`src/rtl/gray_pkg.sv`:
```
// Shared types and helpers for the Gray-code sequencer.
package gray_pkg;

  // Widest code the helpers handle; narrower users zero-extend.
  localparam int MAXW = 16;

  typedef enum logic [1:0] {
    IDLE = 2'd0,
    RUN  = 2'd1,
    DONE = 2'd2
  } state_t;

  function automatic logic [MAXW-1:0] bin2gray(input logic [MAXW-1:0] b);
    return b ^ (b >> 1);
  endfunction

  function automatic logic [4:0] popcount(input logic [MAXW-1:0] v);
    logic [4:0] n;
    n = '0;
    for (int i = 0; i < MAXW; i++) n = n + {4'd0, v[i]};
    return n;
  endfunction

endpackage

```
`src/rtl/bin2gray_conv.sv`:
```
// Combinational binary-to-Gray converter, WIDTH bits.
module bin2gray_conv
  import gray_pkg::*;
#(
  parameter int WIDTH = 4
) (
  input  logic [WIDTH-1:0] bin,
  output logic [WIDTH-1:0] gray
);

  logic [MAXW-1:0] wide;
  // Upper bits of the zero-extended result are always zero.
  logic            unused_hi;

  assign wide      = bin2gray(MAXW'(bin));
  assign gray      = wide[WIDTH-1:0];
  assign unused_hi = ^wide;

endmodule

```
`src/rtl/gray_seq_ctrl.sv`:
```
// Gray-code sequencer: binary counter streamed out as Gray codes over
// valid/ready. Optional sticky adjacency checker under GRAY_SEQ_CHECK_EN.
module gray_seq_ctrl
  import gray_pkg::*;
#(
  parameter int WIDTH = 4,
  parameter int WRAP  = 0
) (
  input  logic             clk,
  input  logic             reset,
  input  logic             start,
  input  logic             load,
  input  logic [WIDTH-1:0] load_val,
  input  logic             dir,
  input  logic             stop,
  input  logic             out_ready,
  output logic             out_valid,
  output logic [WIDTH-1:0] gray_out,
  output logic [WIDTH-1:0] bin_out,
  output logic             busy,
  output logic             done
`ifdef GRAY_SEQ_CHECK_EN
  ,
  output logic             chk_err
`endif
);

  localparam logic [WIDTH-1:0] ONE  = WIDTH'(1);
  localparam logic [WIDTH-1:0] ALL1 = '1;

  state_t           state_q, state_d;
  logic [WIDTH-1:0] bin_q, bin_d;
  logic             xfer, term, start_acc;

  assign xfer      = (state_q == RUN) && out_ready;
  assign start_acc = (state_q == IDLE) && start;
  assign term      = dir ? (bin_q == '0) : (bin_q == ALL1);

  // State and count registers; reset discards any sequence in flight.
  always_ff @(posedge clk) begin
    if (reset) begin
      state_q <= IDLE;
      bin_q   <= '0;
    end else begin
      state_q <= state_d;
      bin_q   <= bin_d;
    end
  end

  // Next state and next count. A terminal one-shot transfer holds bin,
  // since no further code is presented. Stop overrides the DONE path.
  always_comb begin
    state_d = state_q;
    bin_d   = bin_q;
    unique case (state_q)
      IDLE: if (start) begin
        bin_d   = load ? load_val : (dir ? ALL1 : '0);
        state_d = RUN;
      end
      RUN: begin
        if (xfer) begin
          if (term && (WRAP == 0)) state_d = DONE;
          else bin_d = dir ? (bin_q - ONE) : (bin_q + ONE);
        end
        if (stop) state_d = IDLE;
      end
      DONE:    state_d = IDLE;
      default: state_d = IDLE;
    endcase
  end

  bin2gray_conv #(.WIDTH(WIDTH)) u_conv (
    .bin  (bin_q),
    .gray (gray_out)
  );

  assign bin_out   = bin_q;
  assign out_valid = (state_q == RUN);
  assign busy      = (state_q == RUN);
  assign done      = (state_q == DONE);

`ifdef GRAY_SEQ_CHECK_EN
  logic [WIDTH-1:0] prev_gray;
  logic             first_q;

  // Each code after the first of a sequence must differ from the
  // previous one in exactly one bit; any violation latches until reset.
  always_ff @(posedge clk) begin
    if (reset) begin
      chk_err   <= 1'b0;
      first_q   <= 1'b1;
      prev_gray <= '0;
    end else if (start_acc) begin
      first_q <= 1'b1;
    end else if (xfer) begin
      prev_gray <= gray_out;
      first_q   <= 1'b0;
      if (!first_q && (popcount(MAXW'(gray_out ^ prev_gray)) != 5'd1))
        chk_err <= 1'b1;
    end
  end
`else
  logic unused_start_acc;
  assign unused_start_acc = start_acc;
`endif

endmodule
```
`config.mk`:
```
export PLATFORM = sky130hd
export DESIGN_NAME = gray_seq_ctrl
export DESIGN_NICKNAME = d
export VERILOG_FILES = /design/src/rtl/gray_pkg.sv /design/src/rtl/bin2gray_conv.sv /design/src/rtl/gray_seq_ctrl.sv
export SDC_FILE = /design/constraint.sdc
export NUM_CORES = 1
export LEC_CHECK = 0
export ABC_AREA = 1
export CAP_MARGIN = 5
export CORE_MARGIN = 2
export CORE_UTILIZATION = 38
export DETAILED_ROUTE_END_ITERATION = 8
export GPL_ROUTABILITY_DRIVEN = 0
export PLACE_DENSITY = 0.75
export SLEW_MARGIN = 5
export SYNTH_ARGS = -nofsm -noshare
export SYNTH_HDL_FRONTEND = slang
export SYNTH_SLANG_ARGS = --single-unit
```
`constraint.sdc`:
```
create_clock -name clk -period 1.44 [get_ports clk]
set_clock_uncertainty 0.2 [all_clocks]
set_input_delay 0.36 -clock clk [delete_from_list [all_inputs] [get_ports clk]]
set_output_delay 0.36 -clock clk [all_outputs]
set_load 0.01 [all_outputs]
```
==> flow_metrics.py, run 1 <==
metrics = {
    "timing": {
        "hold-worst-slack_ns": 0.4333,
        "worst_slack_ns": -0.1271,
        "worst-slew-pin-transition_ns": 0.2091,
        "total_negative_setup_slack_ns": -0.7920,
        "timing.final.crit_share": 1.088,
        "final.min_clock_period_ns": 1.567,
        "worst_slew_margin_rel": 0.8601,
        "grt_setup_unrepaired": "yes",
        "hold_viol_final": 0,
        "setup_violations": 8,
        "final-max-slew-violation-count": 0,
        "max_freq_mhz": 638.1,
    },
    "cts": {
        "cts_tree": "built",
        "cts-root-to-sink-buffers": 2,
        "worst_skew_pair.late_latency_ns": 0.25,
        "clk_pin_slew_ns": 0.05,
        "clock_tree.htree_level_count": 1,
        "cts_hold_buf": 0,
        "clock_sink_count": 6,
        "clock_tree.root_cell": "clkbuf_4",
        "cts_inserted_buffers": 3,
    },
    "global_route": {
        "grt_first_pass_wirelength_mm": 2.615,
        "grt_overflow": 0,
        "grt_usage": 0.1902,
        "grt_pass1_vias": 602,
        "grt_antenna_before_repair": 0,
        "grt_start_max_net_pins": 6,
    },
    "drt": {
        "detail-route-antenna-nets": 0,
        "detail_route.iter0.violations": 6,
        "remaining_drc_errors": 0,
        "dr_total_vias": 702,
        "drt_pre_antenna_iters": 4,
        "wire_per_inst_um": 12.01,
        "avgViaCountPerCell": 4.944,
        "wl_mm": 1.705,
    },
    "worst_setup_path": {
        "cp_max_fo": 3,
        "reg2reg_to": "bin_out[2]",
        "worstPathCellList": "inv_1 > ha_4 > buf_6",
        "cp_startpoint_kind": "register",
        "crit_path_start": "bin_out[2]",
        "worst-endpoint-arrival_ns": 1.01,
        "r2r_setup_slack_ns": -0.12,
        "cp_data_required_time_ns": 0.88,
        "timing.critical_path.to_type": "output port",
        "crit_path_max_incr_delay_ns": 0.34,
        "cell_with_the_largest_stage_delay_on_the_worst_path": "dfxtp_4",
        "critPathKind": "reg -> out",
        "worstReg2RegStart": "bin_out[1]",
        "reg2reg_depth": 8,
    },
    "min_path": {
        "hold_class": "reg -> reg",
        "worstHoldEndpoint": "state_q[1]",
        "holdCritStartpoint": "state_q[0]",
        "holdPathStages": 3,
    },
    "synth": {
        "synth_sequential_area_ratio": 0.2110,
        "synth_cells": 87,
        "synthesis.area_per_instance_um2": 6.544,
        "postSynthNetCount": 105,
        "synthesis.area_um2": 569.3,
        "yosys_register_bits": 6,
        "synth_enable_flop_cells": 0,
        "synth-async-reset-ratio": 0,
        "yosysWarnings": 0,
        "yosysUniqueCellTypes": 20,
        "synth_flop_cell": "dfxtp_1",
    },
    "cells_and_area": {
        "most-common-layout-cells": "nand2_1 (18), buf_4 (13), buf_6 (11), clkdlybuf4s50_1 (9)",
        "most_frequent_standard_cell_in_the_layout_excluding_fill_and_tap_cells": "nand2_1",
        "nFillCells": 79,
        "fin_nets": 146,
        "antenna-diode-count": 0,
        "syn2layout_area_growth_pct": 92.09,
        "post_route_cells_drive_above_1_share": 0.5827,
    },
    "outcome": {
        "failed_checks": "setup timing",
        "outcome": "finished with violations",
    },
    "placed_design": {
        "dp_worst_setup_slack_ns": -0.6409,
        "port_buffers": 21,
        "dp_hpwl_mm": 1.228,
    },
    "die": {
        "floorplan.core_area_um2": 1350,
        "chipWidth_um": 42.71,
        "fp.dieArea_um2": 1824,
        "die_height_um": 42.71,
        "start_util": 0.4217,
        "floorplan.rows": 13,
        "ioPinCount": 22,
    },
    "pwr": {
        "power.density_nw_per_um2": 744.5,
        "peakVddDrop_v": 0.0005271,
        "p_leak_nw": 0.5185,
    },
    "job": {
        "max_cap_violations": 0,
    },
}
==> synth_stat cells (all sizes together), types with 2 or more instances <==
master | count | area [um^2]
nor2 | 13 | 56.31
buf | 2 | 15.01
o21ai | 3 | 15.01
inv | 13 | 48.80
dfxtp | 6 | 120.1
nand3 | 4 | 20.02
ha | 6 | 75.07
a21oi | 6 | 33.78
xor2 | 2 | 17.52
nand2 | 27 | 116.4
==> per-layer routing <==
metal  up-vias  part of all wire  global-route usage
met3         4             0.049             0.03830
met2        21              0.54              0.3515
met4         0            0.0088             0.05625
met5         -                 0                   0
li1        351                 -                   -
met1       326              0.40              0.2150
==> final cells by class <==
cell class | count | area (um^2) | share of cell area
Sequential cell | 6 | 137.6 | 0.1259
Timing Repair Buffer | 38 | 342.8 | 0.3135
Tap cell | 15 | 18.77 | 0.01716
Clock buffer | 4 | 26.28 | 0.02403
Multi-Input combinational cell | 65 | 508.0 | 0.4645
Inverter | 14 | 60.06 | 0.05492
==> metrics by stage <==
stage               total power [mW]  cells    util  cell area (um^2)
finish                        0.8142    142  0.8100              1094
global route                  0.8721    142  0.8100              1094
CTS                           0.7697    141  0.7461              1007
detailed placement            0.5624    137  0.6821             920.9
global placement              0.5523    137  0.6821             920.9
floorplan                     0.3750     87       -             586.8
==> power breakdown <==
group          leakage [nW]  total [mW]  switching [mW]  internal [mW]
sequential           0.0528       0.198          0.0144          0.183
combinational         0.451       0.446           0.213          0.232
clock                0.0150       0.171          0.0653          0.105
==> cell families after synthesis <==
kind of cell,share of synthesized area
buf+inv,0.1275
fa+ha+maj,0.1670
compound gates,0.09889
simple gates,0.3495
flops,0.2110
xor+xnor,0.04616
==> how the worst max path moves through the flow <==
stage,endpoint,slack (ns),cells after the start
global placement,bin_out[2],-0.61,8
CTS,gray_out[1],-0.13,3
global route,bin_out[2],-0.20,8
floorplan,bin_out[2],0.00002,7
finish,gray_out[2],-0.13,3
detailed placement,bin_out[1],-0.64,6
==> what timing repair did <==
action                                 in CTS  in global routing
resized for setup                          66                 21
setup endpoints to repair                  17                 17
endpoints found under the hold margin       0                  0
setup buffers                               0                  1
pin swaps                                   5                 12
==> sequential cells by signal (all words and copies together) (netlist names) <==
name and flops:
bin_out 4, state_q 2
==> worst max-delay path, delay by kind of cell (launching register included) <==
| family | cells | cell delay [ns] |
|---|---|---|
| adders and majority gates | 1 | 0.26 |
| buffers and inverters | 2 | 0.15 |
| DFF | 1 | 0.34 |
Note: power is estimated with default switching activity, not from simulation.
==> run 2: changes to the inputs <==
- CAP_MARGIN: 5 -> 20
- GPL_ROUTABILITY_DRIVEN: 0 -> default
- REMOVE_ABC_BUFFERS: default -> 1
==> run 2 against run 1 <==
Net effect: the flow still finishes with violations (setup timing); non-clock buffer count is 5 higher; critical endpoint is now bin_out[0]; critical path depth is 5 higher; worst hold slack worse by 0.075 ns; sequential power is 3% higher; clock power is 4% lower; largest cell class unchanged; fmax is 5.5% lower; register-to-register slack worse by 0.09 ns.
==> flow_metrics.py, run 2 (synthesis results as in run 1) <==
metrics = {
    "outcome": {
        "outcome": "finished with violations",
        "failed_checks": "setup timing",
    },
    "cells_and_area": {
        "filler_free_cell_count_of_the_finished_design": 146,
        "syn2layout_area_growth_pct": 98.02,
        "post_route_cells_drive_above_1_share": 0.5802,
        "fin_nets": 151,
        "most-common-layout-cells": "nand2_1 (19), buf_4 (15), buf_6 (13), clkdlybuf4s50_1 (9), nor2_1 (8)",
        "most_frequent_standard_cell_in_the_layout_excluding_fill_and_tap_cells": "nand2_1",
        "antenna-diode-count": 0,
        "max_ffs_per_register": 4,
        "nFillCells": 72,
        "layout.cell_area.non_filler_um2": 1127,
    },
    "cts": {
        "cts_inserted_buffers": 3,
        "worst_skew_pair.late_latency_ns": 0.26,
        "clock_tree.root_cell": "clkbuf_4",
        "clk_pin_slew_ns": 0.04,
        "clock_tree.htree_level_count": 1,
        "cts_hold_buf": 0,
        "cts-root-to-sink-buffers": 2,
        "cts_tree": "built",
        "clock_sink_count": 6,
    },
    "drt": {
        "dr_total_vias": 791,
        "drt_pre_antenna_iters": 4,
        "remaining_drc_errors": 0,
        "detail_route.iter0.violations": 26,
        "wire_per_inst_um": 16.29,
        "wl_mm": 2.378,
        "avgViaCountPerCell": 5.418,
        "detail-route-antenna-nets": 0,
    },
    "pwr": {
        "p_leak_nw": 0.5442,
        "peakVddDrop_v": 0.0007958,
        "power.density_nw_per_um2": 766.2,
        "report.power.total_mw": 0.8637,
    },
    "timing": {
        "final.min_clock_period_ns": 1.658,
        "timing.final.crit_share": 1.151,
        "final-max-slew-violation-count": 0,
        "setup_violations": 12,
        "total_negative_setup_slack_ns": -1.312,
        "worst_slew_margin_rel": 0.8501,
        "max_freq_mhz": 603.2,
        "grt_setup_unrepaired": "yes",
        "worst-slew-pin-transition_ns": 0.2248,
        "worst_slack_ns": -0.2180,
        "hold-worst-slack_ns": 0.3578,
        "hold_viol_final": 0,
    },
    "placed_design": {
        "port_buffers": 21,
        "dp_hpwl_mm": 1.352,
        "post_dp_cell_area_um2": 925.9,
        "finalWeightedCongestion": 0.7948,
        "placed_cells_incl_taps": 140,
    },
    "worst_setup_path": {
        "critPathKind": "in -> reg",
        "reg2reg_to": "bin_out[2]",
        "worstReg2RegStart": "bin_out[1]",
        "r2r_setup_slack_ns": -0.21,
        "cp_data_required_time_ns": 1.41,
        "cp_max_fo": 4,
        "worst-endpoint-arrival_ns": 1.63,
        "cp_startpoint_kind": "primary input",
        "timing.critical_path.to_type": "register",
        "reg2reg_depth": 8,
    },
    "die": {
        "chipWidth_um": 42.71,
        "fp.dieArea_um2": 1824,
        "die_height_um": 42.71,
        "ioPinCount": 22,
        "floorplan.core_area_um2": 1350,
        "floorplan.rows": 13,
        "start_util": 0.4217,
    },
    "min_path": {
        "holdPathStages": 2,
        "worstHoldEndpoint": "bin_out[1]",
        "holdCritStartpoint": "bin_out[1]",
        "hold_class": "reg -> reg",
    },
    "global_route": {
        "grt_usage": 0.2399,
        "grt_overflow": 0,
        "grt_antenna_before_repair": 0,
        "grt_pass1_vias": 768,
        "grt_start_max_net_pins": 6,
        "grt_first_pass_wirelength_mm": 3.194,
    },
    "job": {
        "max_cap_violations": 0,
    },
}
[run 2: cell count changes in the layout (fill, tap and decap cells not counted), moves of 2 or more]
| cell | before | now |
|---|---|---|
| dfxtp_4 | 4 | 1 |
| buf_6 | 11 | 13 |
| buf_4 | 13 | 15 |
| dfxtp_2 | 2 | 5 |
| ha_2 | 2 | 0 |
[run 2: how the worst max path moves through the flow]
stage / from / endpoint / slack, ns / cells past startpoint
3_3_place_gp: dir / bin_out[3] / -0.62 / 10
5_1_grt: load / bin_out[0] / -0.28 / 8
6_report: load / bin_out[0] / -0.22 / 8
3_5_place_dp: dir / bin_out[3] / -0.65 / 10
2_1_floorplan: bin_out[0] / bin_out[2] / -0.18 / 7
4_1_cts: bin_out[1] / bin_out[1] / -0.16 / 6
[run 2: cell type report]
type                       instances  area (um^2)  area share
clock buffer                       3        22.52     0.01998
sequential                         6        130.1      0.1154
inverter                          14        62.56     0.05549
timing repair buffer              43        382.9      0.3396
tap                               15        18.77     0.01665
multi-input combinational         65        510.5      0.4528
[run 2: power breakdown]
| part | switching [mW] | total [mW] | internal [mW] | leakage, nW |
|---|---|---|---|---|
| Sequential | 0.0193 | 0.204 | 0.184 | 0.0519 |
| Combinational | 0.242 | 0.495 | 0.252 | 0.478 |
| Clock | 0.0704 | 0.165 | 0.0949 | 0.0138 |
| Total | 0.332 | 0.864 | 0.532 | 0.544 |
[run 2: what timing repair did]
| item | CTS | global route |
|---|---|---|
| setup endpoints to repair | 17 | 16 |
| buffers inserted | 3 | 0 |
| gates resized for setup | 79 | 16 |
| pin swaps | 12 | 9 |
[run 2: per-stage QoR]
| stage | util | worst slack, ns |
|---|---|---|
| detailed placement | 0.6858 | -0.6538 |
| finish | 0.8350 | -0.2180 |
| global route | 0.8350 | -0.2766 |
| global placement | 0.6858 | -0.6166 |
| CTS | 0.7785 | -0.1621 |
| floorplan | - | -0.1843 |
[run 2: worst max-delay path, cell delays in order]
cell             delay (ns)
clkdlybuf4s50_1        0.48
inv_1                  0.12
nand2_1                0.12
nand2_1                0.12
inv_1                  0.07
a22oi_1                0.20
nor2_2                 0.07
nor2_1                 0.10
[run 2: metal layers]
layer / GRT usage / vias up / part of all wire
met5: 0 / - / 0
met4: 0.1188 / 0 / 0.044
met3: 0.05106 / 20 / 0.074
met2: 0.4364 / 50 / 0.52
met1: 0.2558 / 362 / 0.36
li1: - / 359 / -
==> run 3: changes to the inputs <==
- HOLD_SLACK_MARGIN: default -> 0.06
- SETUP_SLACK_MARGIN: default -> 0.02
==> run 3 against run 2 <==
Net effect: critical endpoint is now bin_out[1]; utilization up 0.46 points; the flow still finishes with violations (setup timing); via count down 5.2%; highest routed layer unchanged; global-route usage unchanged; first-iteration DRC count down 54%; sequential share of layout area down 0.064 points.
==> flow_metrics.py, run 3 (synthesis results as in run 1) <==
metrics = {
    "timing": {
        "worst-slew-pin-transition_ns": 0.2331,
        "grt_setup_unrepaired": "yes",
        "final-max-slew-violation-count": 0,
        "hold-worst-slack_ns": 0.3572,
        "timing.final.crit_share": 1.119,
        "worst_slew_margin_rel": 0.8446,
        "setup_violations": 12,
        "worst_slack_ns": -0.1719,
        "final.min_clock_period_ns": 1.612,
        "max_freq_mhz": 620.4,
        "hold_viol_final": 0,
    },
    "cells_and_area": {
        "max_ffs_per_register": 4,
        "most-common-layout-cells": "nand2_1 (19), buf_4 (15), buf_6 (14), clkdlybuf4s50_1 (9), nor2_1 (8)",
        "most_frequent_standard_cell_in_the_layout_excluding_fill_and_tap_cells": "nand2_1",
        "layout.cell_area.non_filler_um2": 1134,
        "post_route_cells_drive_above_1_share": 0.5802,
        "syn2layout_area_growth_pct": 99.12,
        "nFillCells": 73,
        "multi_input_combinational_cell_area_um2": 510.5,
        "antenna-diode-count": 0,
        "sequential_cell_area_um2": 130.1,
        "fin_nets": 151,
    },
    "worst_setup_path": {
        "worstReg2RegStart": "bin_out[1]",
        "r2r_setup_slack_ns": -0.17,
        "critPathKind": "reg -> reg",
        "cp_startpoint_kind": "register",
        "cp_max_fo": 3,
        "crit_path_start": "bin_out[1]",
        "timing.critical_path.to_type": "register",
        "cp_data_required_time_ns": 1.38,
        "worst-endpoint-arrival_ns": 1.55,
    },
    "min_path": {
        "hold_class": "reg -> reg",
        "holdCritStartpoint": "bin_out[1]",
    },
    "global_route": {
        "grt_pass1_vias": 768,
        "grt_overflow": 0,
        "grt_antenna_before_repair": 0,
        "grt_start_max_net_pins": 6,
        "grt_usage": 0.2399,
        "grt_first_pass_wirelength_mm": 3.194,
    },
    "die": {
        "start_util": 0.4217,
        "floorplan.rows": 13,
        "chipWidth_um": 42.71,
        "die_height_um": 42.71,
        "floorplan.core_area_um2": 1350,
        "ioPinCount": 22,
        "fp.dieArea_um2": 1824,
    },
    "pwr": {
        "power.density_nw_per_um2": 758.4,
        "peakVddDrop_v": 0.0007939,
        "report.power.total_mw": 0.8597,
        "p_leak_nw": 0.5454,
    },
    "drt": {
        "detail_route.iter0.violations": 12,
        "remaining_drc_errors": 0,
        "drt_pre_antenna_iters": 4,
        "avgViaCountPerCell": 5.137,
        "wire_per_inst_um": 15.66,
        "wl_mm": 2.287,
        "dr_total_vias": 750,
        "detail-route-antenna-nets": 0,
    },
    "cts": {
        "clock_tree.root_cell": "clkbuf_4",
        "clk_pin_slew_ns": 0.04,
        "cts-root-to-sink-buffers": 2,
        "worst_skew_pair.late_latency_ns": 0.26,
        "cts_inserted_buffers": 3,
        "clock_sink_count": 6,
        "cts_tree": "built",
        "clock_tree.htree_level_count": 1,
    },
    "placed_design": {
        "finalWeightedCongestion": 0.7948,
        "dp_worst_setup_slack_ns": -0.6538,
        "post_dp_cell_area_um2": 925.9,
        "dp_hpwl_mm": 1.352,
        "port_buffers": 21,
    },
    "outcome": {
        "outcome": "finished with violations",
        "failed_checks": "setup timing",
    },
    "job": {
        "max_cap_violations": 0,
    },
}
-- run 3: cell count changes in the layout (fill, tap and decap cells not counted) --
cell   change
buf_2      -1
buf_6      +1
-- run 3: layer usage --
metal | vias up | routed length, um | track usage
met5 | - | 0 | 0
met4 | 0 | 41 | 0.1188
met3 | 4 | 97 | 0.05106
met2 | 27 | 1266 | 0.4364
met1 | 359 | 881 | 0.2558
li1 | 360 | - | -
-- run 3: stage by stage --
step                cells  utilization  setup TNS, ns
floorplan              85            -        -0.5883
global placement      140       0.6858         -5.043
detailed placement    140       0.6858         -5.337
CTS                   146       0.7859         -1.008
global route          146       0.8397         -1.684
finish                146       0.8397         -1.186
-- run 3: layout make-up --
| type | instances | share of cell area |
|---|---|---|
| flip-flops and latches | 6 | 0.1148 |
| well taps | 15 | 0.01656 |
| inverters | 14 | 0.05519 |
| clock buffers | 3 | 0.01987 |
| repair buffers | 43 | 0.3433 |
| multi-input cells | 65 | 0.4503 |
-- run 3: path summary, 6_finish.rpt --
path / end / cells past startpoint
worst max-delay path: bin_out[1] / 6
worst min-delay path: bin_out[1] / 2
worst max register to register: bin_out[1] / 6
worst min register to register: bin_out[1] / 2
-- run 3: repair_timing --
item,CTS,global route
pin swaps,12,9
gates resized for setup,81,15
endpoints found under the setup margin,17,15
hold buffers,0,0
setup buffers,3,0
-- run 3: power by group --
| part | leakage, nW | internal (mW) | switching [mW] |
|---|---|---|---|
| sequential | 0.0519 | 0.184 | 0.0196 |
| clock | 0.0138 | 0.0950 | 0.0708 |
| combinational | 0.480 | 0.254 | 0.235 |
| total | 0.545 | 0.534 | 0.326 |
-- run 3: critical path, cell delays in order, from the launching register on --
cell and delay [ns]:
dfxtp_2 0.36, inv_2 0.07, buf_6 0.11, fa_2 0.56, nand2_2 0.06, a21oi_2 0.10
nor2_1 0.05
